**src/rtl/fpu_types_pkg.sv**
```systemverilog
// fpu_types_pkg: shared FPU format constants and the min/max reduction state type
package fpu_types_pkg;
  localparam int HALF_FLOAT_W = 16;
  localparam int HALF_EXPONENT_W = 5;
  localparam int HALF_FRACTION_W = 10;
  localparam logic [15:0] HALF_NAN = 16'h7E00;
  localparam int SINGLE_FLOAT_W = 32;
  localparam int SINGLE_EXPONENT_W = 8;
  localparam int SINGLE_FRACTION_W = 23;
  localparam logic [31:0] SINGLE_NAN = 32'h7FC0_0000;
  typedef enum logic [1:0] {IDLE, ACCUM, DONE} red_state_t;
endpackage

```
**src/rtl/float_minmax_cmp.sv**
```systemverilog
// float_minmax_cmp: RISC-V fmin/fmax of a and b (max=1 selects max); res is the pick, nv flags an sNaN operand
module float_minmax_cmp import fpu_types_pkg::*; #(
  parameter int FLOAT_WIDTH = HALF_FLOAT_W,
  parameter int EXPONENT_WIDTH = HALF_EXPONENT_W,
  parameter int FRACTION_WIDTH = HALF_FRACTION_W
) (
  input  logic [FLOAT_WIDTH-1:0] a,
  input  logic [FLOAT_WIDTH-1:0] b,
  input  logic                   max,
  output logic [FLOAT_WIDTH-1:0] res,
  output logic                   nv
);
  localparam logic [FLOAT_WIDTH-1:0] CNAN = {1'b0, {EXPONENT_WIDTH{1'b1}}, 1'b1, {(FRACTION_WIDTH-1){1'b0}}};
  logic w_a_nan, w_b_nan, w_a_lt;
  always_comb begin
    w_a_nan = &a[FLOAT_WIDTH-2:FRACTION_WIDTH] && |a[FRACTION_WIDTH-1:0];
    w_b_nan = &b[FLOAT_WIDTH-2:FRACTION_WIDTH] && |b[FRACTION_WIDTH-1:0];
    nv = (w_a_nan && !a[FRACTION_WIDTH-1]) || (w_b_nan && !b[FRACTION_WIDTH-1]);
    w_a_lt = (a[FLOAT_WIDTH-1] != b[FLOAT_WIDTH-1]) ? a[FLOAT_WIDTH-1] :
             a[FLOAT_WIDTH-1] ? (a[FLOAT_WIDTH-2:0] > b[FLOAT_WIDTH-2:0]) : (a[FLOAT_WIDTH-2:0] < b[FLOAT_WIDTH-2:0]);
    res = (w_a_nan && w_b_nan) ? CNAN :
          w_a_nan ? b :
          w_b_nan ? a :
          (max ^ w_a_lt) ? a : b;
  end
endmodule

```
**src/rtl/float_minmax_reduce.sv**
```systemverilog
// float_minmax_reduce: streaming min/max reduction; in_* beats feed the accumulator, out_* returns data/nv/count per vector
module float_minmax_reduce import fpu_types_pkg::*; #(
  parameter int FLOAT_WIDTH = HALF_FLOAT_W,
  parameter int EXPONENT_WIDTH = HALF_EXPONENT_W,
  parameter int FRACTION_WIDTH = HALF_FRACTION_W,
  parameter int COUNT_WIDTH = 8
) (
  input  logic                   CLK,
  input  logic                   RST,
  input  logic                   in_valid,
  output logic                   in_ready,
  input  logic [FLOAT_WIDTH-1:0] in_data,
  input  logic                   in_last,
  input  logic                   in_max,
  output logic                   out_valid,
  input  logic                   out_ready,
  output logic [FLOAT_WIDTH-1:0] out_data,
  output logic                   out_nv,
  output logic [COUNT_WIDTH-1:0] out_count
);
  localparam logic [FLOAT_WIDTH-1:0] CNAN = {1'b0, {EXPONENT_WIDTH{1'b1}}, 1'b1, {(FRACTION_WIDTH-1){1'b0}}};
  red_state_t r_state, w_next;
  logic [FLOAT_WIDTH-1:0] r_acc, w_acc_in, w_res;
  logic [COUNT_WIDTH-1:0] r_cnt;
  logic r_mode, r_nv, w_mode, w_nv, w_beat, w_idle;
  assign in_ready = r_state != DONE;
  assign out_valid = r_state == DONE;
  assign out_data = r_acc;
  assign out_nv = r_nv;
  assign out_count = r_cnt;
  assign w_beat = in_valid && in_ready;
  assign w_idle = r_state == IDLE;
  // the identity NaN is substituted on the opening beat, so a stale accumulator never leaks into a new vector
  assign w_acc_in = w_idle ? CNAN : r_acc;
  assign w_mode = w_idle ? in_max : r_mode;
  float_minmax_cmp #(
    .FLOAT_WIDTH(FLOAT_WIDTH),
    .EXPONENT_WIDTH(EXPONENT_WIDTH),
    .FRACTION_WIDTH(FRACTION_WIDTH)
  ) u_cmp (
    .a(w_acc_in),
    .b(in_data),
    .max(w_mode),
    .res(w_res),
    .nv(w_nv)
  );
  always_ff @(posedge CLK or posedge RST)
    if (RST) r_state <= IDLE;
    else r_state <= w_next;
  always_comb begin
    w_next = r_state;
    if (w_beat) w_next = in_last ? DONE : ACCUM;
    else if (r_state == DONE && out_ready) w_next = IDLE;
  end
  always_ff @(posedge CLK or posedge RST)
    if (RST) begin
      r_acc <= CNAN;
      r_mode <= 1'b0;
      r_nv <= 1'b0;
      r_cnt <= '0;
    end else if (w_beat) begin
      r_acc <= w_res;
      r_mode <= w_mode;
      r_nv <= (!w_idle && r_nv) || w_nv;
      r_cnt <= w_idle ? COUNT_WIDTH'(1) : (&r_cnt ? r_cnt : r_cnt + COUNT_WIDTH'(1));
    end
endmodule

```
**config.mk**
```make
export PLATFORM = sky130hd
export DESIGN_NAME = float_minmax_reduce
export DESIGN_NICKNAME = d
export VERILOG_FILES = /design/src/rtl/fpu_types_pkg.sv /design/src/rtl/float_minmax_cmp.sv /design/src/rtl/float_minmax_reduce.sv
export SDC_FILE = /design/constraint.sdc
export NUM_CORES = 1
export LEC_CHECK = 0
export ABC_CLOCK_PERIOD_IN_PS = 3900
export BUFFER_PORTS_ARGS = -buffer_cell sky130_fd_sc_hd__buf_2
export CORE_AREA = 2 2 69 78
export CTS_BUF_LIST = sky130_fd_sc_hd__clkbuf_16
export CTS_CLUSTER_DIAMETER = 100
export DETAILED_ROUTE_END_ITERATION = 8
export DIE_AREA = 0 0 71 80
export GPL_TIMING_DRIVEN = 0
export PLACE_DENSITY = 0.6
export SYNTH_ARGS = -nofsm -noshare
export SYNTH_HDL_FRONTEND = slang
export SYNTH_SLANG_ARGS = --single-unit
```
**constraint.sdc**
```tcl
create_clock -name CLK -period 3.9 [get_ports CLK]
set_input_delay 0.78 -clock CLK [delete_from_list [all_inputs] [get_ports CLK]]
set_output_delay 0.78 -clock CLK [all_outputs]
set_load 0.02 [all_outputs]
```
[Word-level counts from Yosys, hierarchy flattened]
Index checks and enable logic that the tools add are counted.
Widths: inputs -> output; s select.
Storage, ports and cells
  logic and storage cells: 47
  input port bits: 22
  flip-flop bits (word level): 28
Operators by class
  multiplexer cells: 13
  equal/unequal tests: 4
  bitwise gates (word level): 1
  $lt $le $gt $ge: 2
  reduce and logical (&&, ||, !) cells: 21
  add/subtract/negate cells: 1
Operator list (number)
  $mux 16: 5
  $reduce_or 10->1: 2
  $mux 8: 2
  $gt 15x15->1: 1
  $lt 15x15->1: 1
  $reduce_and 5->1: 2
  $add 8x1->8 const B: 1
  $logic_and 1x1->1: 8
  $reduce_and 8->1: 1
  $mux 2: 3
  $ne 2x2->1 const B: 2
  $logic_not 1->1: 3
  $mux 1: 3
  $eq 2x2->1 const B: 1
  $logic_not 2->1: 1
  $logic_or 1x1->1: 2
  $reduce_and 2->1: 1
  $reduce_bool 2->1: 1
  $ne 1x1->1: 1
  $xor 1x1->1: 1

[Depth between registers and ports, before layout]
Gate-level depths: netlist of run 1.
  word-level depth: 10
  mapped depth: 15
  depth with buffers taken out: 12

[Hierarchy]
Synthesis of run 1 repeated with hierarchy kept, for this count alone.
Second synthesis, totals
  cell total of the unflattened synthesis: 243
  area total of the unflattened synthesis: 2194.6 um^2
Modules (own cells, without submodules)
  float_minmax_reduce: times used 1, area each 1333.8 um^2, seq. area each 708.2 um^2, cells an instance 118
  float_minmax_cmp: times used 1, area each 860.8 um^2, seq. area each 0.0 um^2, cells an instance 125

[Least setup slack after synthesis of run 1]
No wires, ideal clock.
  path type: reg-to-reg
  start point: register r_state[0]
  end point: register r_acc[2], in the netlist out_data[2]
  buffers on the path: 3
  required time: 3.821 ns
  clock period less this slack: 3.442 ns
  data arrival time: 3.362 ns
  library setup time: 0.079 ns
  cell stages (with the launch flop): 16
  slack: 0.458 ns
  cells stage by stage: dfrtp_1 -> or2_1 -> clkbuf_1 -> clkbuf_1 -> nand2b_1 -> ha_1 -> a2111oi_0 -> o21ai_0 -> o21ai_0 -> o22ai_1 -> a311oi_1 -> nand3_1 -> mux2_4 -> a221oi_4 -> buf_6 -> mux2i_1
On the way
  cells in the longest elaborated chain, start to end: 10
  elaborated cells between the ends (all ways): 19
  those cells by class: 2 x order compare; 2 x eq/ne; 8 x mux; 1 x bitwise; 6 x reduce/logical
Ends and longest elaborated chain
  from (decl): RTL line float_minmax_reduce.sv:22  | red_state_t r_state, w_next;
  from (signal assigned): RTL line float_minmax_reduce.sv:49  | else r_state <= w_next;
  $logic_not 2->1: RTL line float_minmax_reduce.sv:32  | assign w_idle = r_state == IDLE;
  $mux 16: RTL line float_minmax_reduce.sv:34  | assign w_acc_in = w_idle ? CNAN : r_acc;
  $lt 15x15->1 / $gt 15x15->1 (equally long branches): RTL line float_minmax_cmp.sv:20  | a[FLOAT_WIDTH-1] ? (a[FLOAT_WIDTH-2:0] > b[FLOAT_WIDTH-2:0]) : (a[FLOAT_WIDTH-2:0] < b[FLOAT_WIDTH-2:0]);
  $mux 1: RTL line float_minmax_cmp.sv:20
  $mux 1: RTL line float_minmax_cmp.sv:19  | w_a_lt = (a[FLOAT_WIDTH-1] != b[FLOAT_WIDTH-1]) ? a[FLOAT_WIDTH-1] :
  $xor 1x1->1: RTL line float_minmax_cmp.sv:24  | (max ^ w_a_lt) ? a : b;
  $mux 16: RTL line float_minmax_cmp.sv:24
  $mux 16: RTL line float_minmax_cmp.sv:23  | w_b_nan ? a :
  $mux 16: RTL line float_minmax_cmp.sv:22  | w_a_nan ? b :
  $mux 16: RTL line float_minmax_cmp.sv:21  | res = (w_a_nan && w_b_nan) ? CNAN :
  to (signal assigned): RTL line float_minmax_reduce.sv:62  | r_acc <= w_res;
  to (decl): RTL line float_minmax_reduce.sv:23  | logic [FLOAT_WIDTH-1:0] r_acc, w_acc_in, w_res;
Several ways; a longest one is shown, not always the timed one.
A chain may end at the register's enable or synchronous reset.

[Final worst setup path of run 1]
  start point: register r_state[0]
  end point: register r_acc[13], in the netlist out_data[13]
The elaborated chain is that of the path after synthesis.

==> impl_results.md, run 1 <==
* Clock transition at path regs at 70 ps
* Hold Crit Class: reg -> reg
* Synth Area in Simple Gates at 0.212
* Yosys top cell by area: dfrtp_1
* Skew-Pair Late Insertion Delay at 270 ps
* Top FF cell, synth: dfrtp_1
* Die Ht at 80 um
* Setup-failing EPs final at 0
* Gr usage total at 0.167
* FMAX at 277 MHz
* Critical Path, Cell by Cell: or2_4, clkbuf_4, nand2b_1, ha_1, a2111oi_1, o21ai_0, o21ai_1, o22ai_1, a311oi_2, nand3_2, mux2_4, a221oi_4, buf_4, mux2_2
* Total power draw at 1.99 mW
* RSZ-0062 raised after global routing: false
* WS Path Type: reg -> reg
* Mapped Area at 1910 um^2
* Initial Utilization at 0.391
* Synth cell count leaders: inv_1, nand2_1, dfrtp_1
* PortBufs at 48
* Max rail drop VDD at 309 uV
* Initial antenna violation count at 0
* Number of standard cells in the final layout excluding fillers at 326
* Crit-path slowest cell: dfrtp_1
* Final clock skew at 4.29 ps
* Register bit count reported by yosys at 28
* CTS tree: yes
* FFs w/ async S/R, synth at 1.00
* Root Driver: clkbuf_16
* Wirelength, routed at 4.34 mm
* Post-synthesis xor/xnor area fraction at 0.0275
* CP Capture Type: flip-flop
* Clk sinks at 28
* Count leader, synth: inv_1
* Minimum clock period at 3610 ps
* Setup WS pre-CTS at -249 ps
* Largest net degree at the start of global routing at 29
* Final worst setup slack at 289 ps
* Worst-margin pin slew at 1070 ps
* DRT iter0 DRCs at 29
* Synthesized Nets at 249
* Syn_area_per_cell at 8.95 um^2
* CTS Buffer Depth at 2
* RePlAce Congestion at 0.759
* TritonRoute pass-1 iters at 4
* Max cap viols at 0
* Die Span X at 71 um
* First-pass GRT wire length at 7.43 mm
* Average wire per standard cell at 13.3 um
* Comb power frac at 0.564
* Yosys top cell area share at 0.288
* Clock power share at 0.158
* Site Rows at 27
* Int Pwr at 1.13 mW
* GRT overflow at 0
* Status: complete, no violations
* Net Sw Power at 0.858 mW
* Tcrit/Tclk final at 0.926
* Placed Cells at 320
* DP Wirelength at 3.33 mm
* Synth Area in Compound Gates at 0.141
* Ant. Diodes at 0
* Cell variety after synth at 46
* Max_slew headroom at 0.286
* Hold Fails Final Rpt at 0
* Part of the power in registers at 0.278
* DRC violations left at 0
* CTS Buf Count at 3
* Ranking of synthesized cells by area: dfrtp_1, ha_1, dfstp_2
* Post-Synth Adder-Cell Area at 0.0850
* Final net count at 304
* Syn. warnings at 0
* Antenna Violating Nets Remaining at 0
* Worst setup SP type: flip-flop
* Static Leak at 1.25 nW
* Core Footprint at 4900 um^2
* Setup_tns at 0 ps
* Multiplexer area fraction after synthesis at 0.101
* Layout cells sized above 1 at 0.295
* I/O Pins at 49
* Switching Fraction at 0.432
* Syn-to-layout area delta at 23.8%
* Die Area at 5680 um^2
* Vias at 1708
* Worst Path Arrival at 3810 ps
* Via density at 5.24
* Slew Limit Fails at 0
* CP required at 4100 ps
* H-tree levels at 1
* Critical path's largest stage delay at 440 ps
* Vias in the first global route at 1628
* Post-synthesis cell count at 214
* Largest family of logic cells by synthesized area: simple AND/OR/NAND/NOR gates
* Largest fanout on the critical path at 10
* PD cells at 839 nW/um^2
* Sequential element share of the synthesized area at 0.370
* Post-synth EDFFs at 0
* Post-layout util at 0.484
## critical path: cells and delay by family, from the launching register on
kind	cells	cell delay (ps)
buffers and inverters	2	410
AOI/OAI and AO/OA	6	1250
and+or+nand+nor	3	540
muxes	2	670
adders and majority gates	1	230
DFF	1	440
## metrics by stage
stage          hold slack (ps)  instance area, um^2
2_1_floorplan              480                 1910
3_3_place_gp               490                 2230
3_5_place_dp               495                 2230
4_1_cts                    511                 2350
5_1_grt                    533                 2370
6_report                   513                 2370
## power groups by stage
stage	Sequential [mW]	Clock (mW)	Combinational (mW)
floorplan	0.673	0	0.676
global placement	0.557	0	1.07
detailed placement	0.558	0	1.07
CTS	0.554	0.322	1.11
global route	0.576	0.335	1.24
finish	0.553	0.313	1.12
## worst paths after layout
| kind | startpoint | end | slack, ps | depth (start not counted) |
|---|---|---|---|---|
| worst max register to register | r_state[0]$_DFFE_PP0P_ | out_data[13]$_DFFE_PP1P_ | 290 | 14 |
| worst min-delay path | r_mode$_DFFE_PP0P_ | r_mode$_DFFE_PP0P_ | 510 | 1 |
| max in group asynchronous | RST | out_data[7]$_DFFE_PP0P_ | 2490 | 2 |
| min in group asynchronous | RST | out_data[0]$_DFFE_PP0P_ | 770 | 2 |
| worst min register to register | r_mode$_DFFE_PP0P_ | r_mode$_DFFE_PP0P_ | 510 | 1 |
| worst max-delay path | r_state[0]$_DFFE_PP0P_ | out_data[13]$_DFFE_PP1P_ | 290 | 14 |
## registers in the layout, indices dropped and copies added, names as in the netlist
register	cells
out_data	16
out_count	8
r_mode	1
r_state	2
out_nv	1
## cell families (layout without fill, tap and decap cells)
| family | after synthesis | in the layout |
|---|---|---|
| adder cells (fa/ha/maj) | 13 | 13 |
| multiplexers | 18 | 18 |
| flip-flops | 28 | 28 |
| buffers and inverters | 31 | 85 |
| XOR/XNOR | 6 | 6 |
| AND/OR/NAND/NOR | 82 | 82 |
| AO/OA/AOI/OAI | 36 | 36 |
## cells in the final DEF, fill, tap and decap left out, types with 2 or more instances in the layout
cell type	netlist	routed
buf_2	0	48
and3_1	4	4
dfrtp_1	22	22
nand2_1	23	23
nand4_1	7	7
mux2i_1	11	11
nor2_1	19	19
nand2b_1	8	8
o21ai_0	6	5
dfstp_2	6	6
a21o_1	3	3
xnor2_1	2	2
o21ai_1	1	2
a21oi_1	9	9
ha_1	13	13
mux2_2	6	6
clkbuf_16	0	3
inv_1	28	28
xor2_1	4	4
nor3_1	4	4
nand3_1	7	6
nor4_1	4	4
buf_4	0	3
## metal layers
| metal | part of all wire | vias up | GRT usage |
|---|---|---|---|
| li1 | - | 863 | - |
| met1 | 0.48 | 806 | 0.217 |
| met2 | 0.47 | 32 | 0.278 |
| met3 | 0.035 | 7 | 0.0278 |
| met4 | 0.017 | 0 | 0.0604 |
| met5 | 0 | - | 0 |
## what timing repair did
item                                    CTS  global route
setup buffers                             2             1
endpoints found under the setup margin   16            16
hold buffers                              0             0
resized for setup                         2             5
## area by class of cell
cell class / count / area, um^2
buffer: 2 / 18.8
clock buffer: 3 / 75.1
clock inverter: 1 / 30.0
fill: 475 / 2530
inverter: 28 / 105
multi-input combinational: 155 / 1100
sequential: 28 / 708
tap: 58 / 72.6
timing repair buffer: 51 / 263
Note: power is estimated with default switching activity, not from simulation.
==> inputs of run 2 (changes only) <==
Settings changed: ABC_CLOCK_PERIOD_IN_PS 3900 to 4600.
Clock period 3.9 ns to 4.6 ns, I/O delays scaled along.
==> impl_results.md, run 2 (synthesized netlist as in run 1, its figures left out) <==
* Largest fanout on the critical path at 10 (unchanged)
* PD cells at 702 nW/um^2 (-16%)
* Most frequent cells in the layout: buf_2, inv_1, nand2_1, dfrtp_1, nor2_1
* Int Pwr at 0.924 mW (-18%)
* Vias in the first global route at 1631 (+0.18%)
* Clk sinks at 28 (unchanged)
* I/O Pins at 49 (unchanged)
* Max cap viols at 0 (unchanged)
* Wirelength, routed at 4.32 mm (-0.60%)
* Static Leak at 1.23 nW (-1.5%)
* Layout cells sized above 1 at 0.274 (-0.0203)
* RePlAce Congestion at 0.759 (unchanged)
* CP dominant cell by count: o21ai_0
* Post-DP Area at 2230 um^2 (unchanged)
* Setup-failing EPs final at 0 (unchanged)
* Part of the power in registers at 0.287 (+0.009)
* Critical path's largest stage delay at 430 ps (about the same)
* Initial Utilization at 0.391 (unchanged)
* Gr usage total at 0.165 (-0.00159)
* Worst Path Arrival at 4230 ps (+420 ps)
* RSZ-0062 raised after global routing: false
* Seq. cell area at 708 um^2 (unchanged)
* R2r worst-path depth at 15 (+1)
* First-pass GRT wire length at 7.36 mm (-1.0%)
* Ant. Diodes at 0 (unchanged)
* Die Span X at 71 um (unchanged)
* Initial antenna violation count at 0 (unchanged)
* PortBufs at 48 (unchanged)
* Hold Fails Final Rpt at 0 (unchanged)
* Crit-path slowest cell: dfrtp_1
* Crit path launch: r_state[0]$_DFFE_PP0P_
* CTS tree: yes
* Skew-Pair Late Insertion Delay at 270 ps (about the same)
* Root Driver: clkbuf_16
* RR Startpoint: r_state[0]$_DFFE_PP0P_
* Comb power frac at 0.553 (-0.011)
* Critical Path, Cell by Cell: or2_1, clkbuf_1, clkbuf_2, nand2b_1, ha_1, a2111oi_0, o21ai_0, o21ai_0, o22ai_1, a311oi_1, nand3_1, mux2_4, a221oi_4, buf_6, mux2i_1
* Setup_tns at 0 ps (unchanged)
* GRT overflow at 0 (unchanged)
* Hold Crit Class: reg -> reg
* Final clock skew at 4.20 ps (-0.0893 ps)
* CTS Hold Buffers Added at 0 (unchanged)
* Final net count at 302 (-0.66%)
* FMAX at 248 MHz (-11%)
* Vias at 1696 (-0.70%)
* Average wire per standard cell at 13.3 um (about the same)
* Max rail drop VDD at 254 uV (-18%)
* Worst-margin pin slew at 1080 ps (+7.48 ps)
* Syn-to-layout area delta at 21.9%
* Final instance area at 2330 um^2 (-1.5%)
* H-tree levels at 1 (unchanged)
* Net Sw Power at 0.713 mW (-17%)
* Worst setup SP type: flip-flop
* Fillers at 481 (+1.3%)
* CP Capture Type: flip-flop
* CTS Buf Count at 3 (unchanged)
* Switching Fraction at 0.436 (+0.00374)
* CP required at 4790 ps (+690 ps)
* Max FFs per register at 16 (unchanged)
* Via density at 5.23 (about the same)
* Status: complete, no violations
* Tcrit/Tclk final at 0.877 (-0.0486)
* Site Rows at 27 (unchanged)
* Setup bufs post-CTS at 0 (-2)
* Hold path depth at 1 (unchanged)
* Die Area at 5680 um^2 (unchanged)
* Core Footprint at 4900 um^2 (unchanged)
* Die Ht at 80 um (unchanged)
* Clock power share at 0.161 (+0.003)
* Slew Limit Fails at 0 (unchanged)
* Max_slew headroom at 0.281 (-0.00499)
* Most common cell after layout, fill and taps aside: buf_2
* WS Path Type: reg -> reg
* Flop-to-flop setup slack at 560 ps (+280 ps)
* Post-CTS sizing at 0 (-2)
* Hold_sp: r_mode$_DFFE_PP0P_
* Clock transition at path regs at 70 ps (about the same)
* Antenna Violating Nets Remaining at 0 (unchanged)
* Minimum clock period at 4040 ps (+425 ps)
* DRT iter0 DRCs at 35 (+21%)
* DRC violations left at 0 (unchanged)
* Largest net degree at the start of global routing at 29 (unchanged)
* Multi-input logic area at 1080 um^2 (-1.4%)
* DP Wirelength at 3.33 mm (unchanged)
* CTS Buffer Depth at 2 (unchanged)
* TritonRoute pass-1 iters at 4 (unchanged)
==> run 2: final cells by class <==
cell class	instances	area share
plain buffers	3	0.00858
clock buffers	3	0.0322
clock inverters	1	0.0129
inverters	28	0.0450
multi-input cells	155	0.464
flip-flops and latches	28	0.303
well taps	58	0.0311
repair buffers	48	0.103
==> run 2: path summary, 6_finish.rpt <==
kind	to
setup / recovery	out_data[7]$_DFFE_PP0P_
hold / removal	r_mode$_DFFE_PP0P_
setup reg to reg	out_data[7]$_DFFE_PP0P_
hold reg to reg	r_mode$_DFFE_PP0P_
max in group asynchronous	out_data[2]$_DFFE_PP0P_
min in group asynchronous	out_count[5]$_DFFE_PP0P_
==> run 2: per-stage QoR <==
stage	std cells	power, mW	hold WS [ps]	utilization	setup WS (ps)
2_1_floorplan	214	1.14	480	-	1160
3_3_place_gp	320	1.38	490	0.455	489
3_5_place_dp	320	1.38	495	0.455	451
4_1_cts	324	1.66	511	0.476	391
5_1_grt	324	1.78	532	0.476	107
6_report	324	1.64	514	0.476	564
==> run 2: power groups by stage <==
stage / Combinational [mW] / Clock, mW / Sequential, mW
2_1_floorplan: 0.573 / 0 / 0.570
3_3_place_gp: 0.904 / 0 / 0.473
3_5_place_dp: 0.909 / 0 / 0.473
4_1_cts: 0.915 / 0.273 / 0.470
5_1_grt: 1.01 / 0.282 / 0.488
6_report: 0.905 / 0.263 / 0.469
==> run 2: per-layer routing <==
layer	wire, um	vias up	track usage
met2	1990	38	0.280
met4	75	0	0.0604
li1	-	858	-
met5	0	-	0
met1	2060	793	0.210
met3	182	7	0.0278
==> run 2: worst max-delay path, delay by kind of cell (launching register included) <==
family / cells / cell delay (ps)
AO/OA/AOI/OAI: 6 / 1480
adder cells (fa/ha/maj): 1 / 290
buffers and inverters: 3 / 770
flip-flops: 1 / 430
multiplexers: 2 / 550
AND/OR/NAND/NOR: 3 / 430
==> inputs of run 3 (changes only) <==
Settings changed: CTS_BUF_LIST sky130_fd_sc_hd__clkbuf_16 to sky130_fd_sc_hd__clkbuf_8, CTS_CLUSTER_DIAMETER 100 to 30, SLEW_MARGIN set to 0.
==> impl_results.md, run 3 (synthesized netlist as in run 1, its figures left out) <==
* Status: complete, no violations
* Total power draw at 1.57 mW (-3.8%)
* Die Span X at 71 um (unchanged)
* Most common cell after layout, fill and taps aside: buf_2
* Vias in the first global route at 1619 (-0.74%)
* I/O Pins at 49 (unchanged)
* Largest net degree at the start of global routing at 29 (unchanged)
* Skew-Pair Late Insertion Delay at 290 ps (+20 ps)
* RSZ-0062 raised after global routing: false
* CTS tree: yes
* GRT overflow at 0 (unchanged)
* Worst Path Arrival at 4230 ps (about the same)
* WS Path Type: reg -> reg
* CTS Hold Buffers Added at 0 (unchanged)
* Syn-to-layout area delta at 20.1%
* Static Leak at 1.21 nW (-1.3%)
* Hold Crit Class: reg -> reg
* Vias at 1678 (-1.1%)
* CTS Buf Count at 3 (unchanged)
* Most frequent cells in the layout: buf_2, inv_1, nand2_1, dfrtp_1, nor2_1
* Via density at 5.18 (-1.1%)
* Max rail drop VDD at 254 uV (about the same)
* Root Driver: clkbuf_8
* Worst setup SP type: flip-flop
* RePlAce Congestion at 0.759 (unchanged)
* DRC violations left at 0 (unchanged)
* Worst-margin pin slew at 1110 ps (+34.2 ps)
* R2R Path End: out_data[7]$_DFFE_PP0P_
* Core Footprint at 4900 um^2 (unchanged)
* Hold_sp: r_mode$_DFFE_PP0P_
* Antenna Violating Nets Remaining at 0 (unchanged)
* TritonRoute pass-1 iters at 4 (unchanged)
* Die Area at 5680 um^2 (unchanged)
* Layout cells sized above 1 at 0.274 (unchanged)
* PortBufs at 48 (unchanged)
* H-tree levels at 1 (unchanged)
* CP required at 4810 ps (+20 ps)
* Flop-to-flop setup slack at 580 ps (+20 ps)
* Clk sinks at 28 (unchanged)
* Critical path's largest stage delay at 440 ps (about the same)
* DP Wirelength at 3.33 mm (unchanged)
* Critical path's top delay family: compound AO/OA/AOI/OAI gates
* Gr usage total at 0.163 (-0.00164)
* Ant. Diodes at 0 (unchanged)
* Int Pwr at 0.867 mW (-6.2%)
* Initial Utilization at 0.391 (unchanged)
* Minimum clock period at 4020 ps (-15.8 ps)
* Hold path depth at 1 (unchanged)
* Slew Limit Fails at 0 (unchanged)
* Max FFs per register at 16 (unchanged)
* CTS Buffer Depth at 2 (unchanged)
* Clock power share at 0.128 (-0.033)
* Setup bufs post-CTS at 0 (unchanged)
* Switching Fraction at 0.449 (+0.0138)
* First-pass GRT wire length at 7.30 mm (-0.75%)
* CP Buf/Inv Count at 3 (unchanged)
* PD cells at 685 nW/um^2 (-2.4%)
* Final net count at 302 (unchanged)
* Wirelength, routed at 4.30 mm (-0.46%)
* Crit-path slowest cell: dfrtp_1
* Post-CTS sizing at 0 (unchanged)
* Largest fanout on the critical path at 10 (unchanged)
* Die Ht at 80 um (unchanged)
* Comb power frac at 0.575 (+0.022)
* Max_slew headroom at 0.259 (-0.0228)
* Setup-failing EPs final at 0 (unchanged)
* Setup_tns at 0 ps (unchanged)
* RR Startpoint: r_state[0]$_DFFE_PP0P_
* Final clock skew at 5.19 ps (+0.998 ps)
* Hold path endpoint: r_mode$_DFFE_PP0P_
* Average wire per standard cell at 13.3 um (-0.46%)
* Site Rows at 27 (unchanged)
* Hold Fails Final Rpt at 0 (unchanged)
* Clock transition at path regs at 100 ps (+30 ps)
* Tcrit/Tclk final at 0.874 (-0.00344)
* CP Capture Type: flip-flop
* R2r worst-path depth at 15 (unchanged)
* Post-DP Area at 2230 um^2 (unchanged)
* Initial antenna violation count at 0 (unchanged)
* FMAX at 249 MHz (+0.39%)
* Max cap viols at 0 (unchanged)
* Part of the power in registers at 0.297 (+0.010)
* Critical Path, Cell by Cell: or2_1, clkbuf_1, clkbuf_2, nand2b_1, ha_1, a2111oi_0, o21ai_0, o21ai_0, o22ai_1, a311oi_1, nand3_1, mux2_4, a221oi_4, buf_6, mux2i_1
* CP dominant cell by count: o21ai_0
* Final instance area at 2300 um^2 (-1.4%)
* Net Sw Power at 0.708 mW (-0.79%)
* DRT iter0 DRCs at 58 (+66%)
-- run 3: area by class of cell --
cell class | count | area, um^2
sequential | 28 | 708
fill | 489 | 2600
multi-input combinational | 155 | 1080
buffer | 3 | 20.0
inverter | 28 | 105
tap | 58 | 72.6
clock buffer | 3 | 41.3
clock inverter | 1 | 30.0
timing repair buffer | 48 | 240
-- run 3: power by group through the flow --
stage          logic, mW  clock network (mW)  registers, mW
2_1_floorplan      0.573                   0          0.570
3_3_place_gp       0.904                   0          0.473
3_5_place_dp       0.909                   0          0.473
4_1_cts            0.916               0.208          0.468
5_1_grt             1.01               0.218          0.487
6_report           0.906               0.202          0.467
-- run 3: routing by layer --
metal	global-route usage	routed length (um)
met5	0	0
met3	0.0240	140
met4	0.0604	75
met2	0.277	2000
met1	0.210	2080
-- run 3: worst max path at each step --
stage | slack [ps] | cells past startpoint | start | to
floorplan | 1160 | 15 | r_state[0]$_DFFE_PP0P_ | out_data[2]$_DFFE_PP0P_
global placement | 490 | 15 | r_state[0]$_DFFE_PP0P_ | out_data[8]$_DFFE_PP0P_
detailed placement | 450 | 15 | r_state[0]$_DFFE_PP0P_ | out_data[7]$_DFFE_PP0P_
CTS | 380 | 15 | r_state[0]$_DFFE_PP0P_ | out_data[7]$_DFFE_PP0P_
global route | 100 | 15 | r_state[0]$_DFFE_PP0P_ | out_data[0]$_DFFE_PP0P_
finish | 580 | 15 | r_state[0]$_DFFE_PP0P_ | out_data[7]$_DFFE_PP0P_
-- run 3: per-stage QoR --
| step | std cells | hold slack [ps] | worst slack, ps | util |
|---|---|---|---|---|
| after floorplan | 214 | 480 | 1160 | - |
| after global placement | 320 | 490 | 489 | 0.455 |
| after detailed placement | 320 | 495 | 451 | 0.455 |
| after CTS | 324 | 519 | 382 | 0.469 |
| after global routing | 324 | 541 | 101 | 0.469 |
| final | 324 | 520 | 580 | 0.469 |
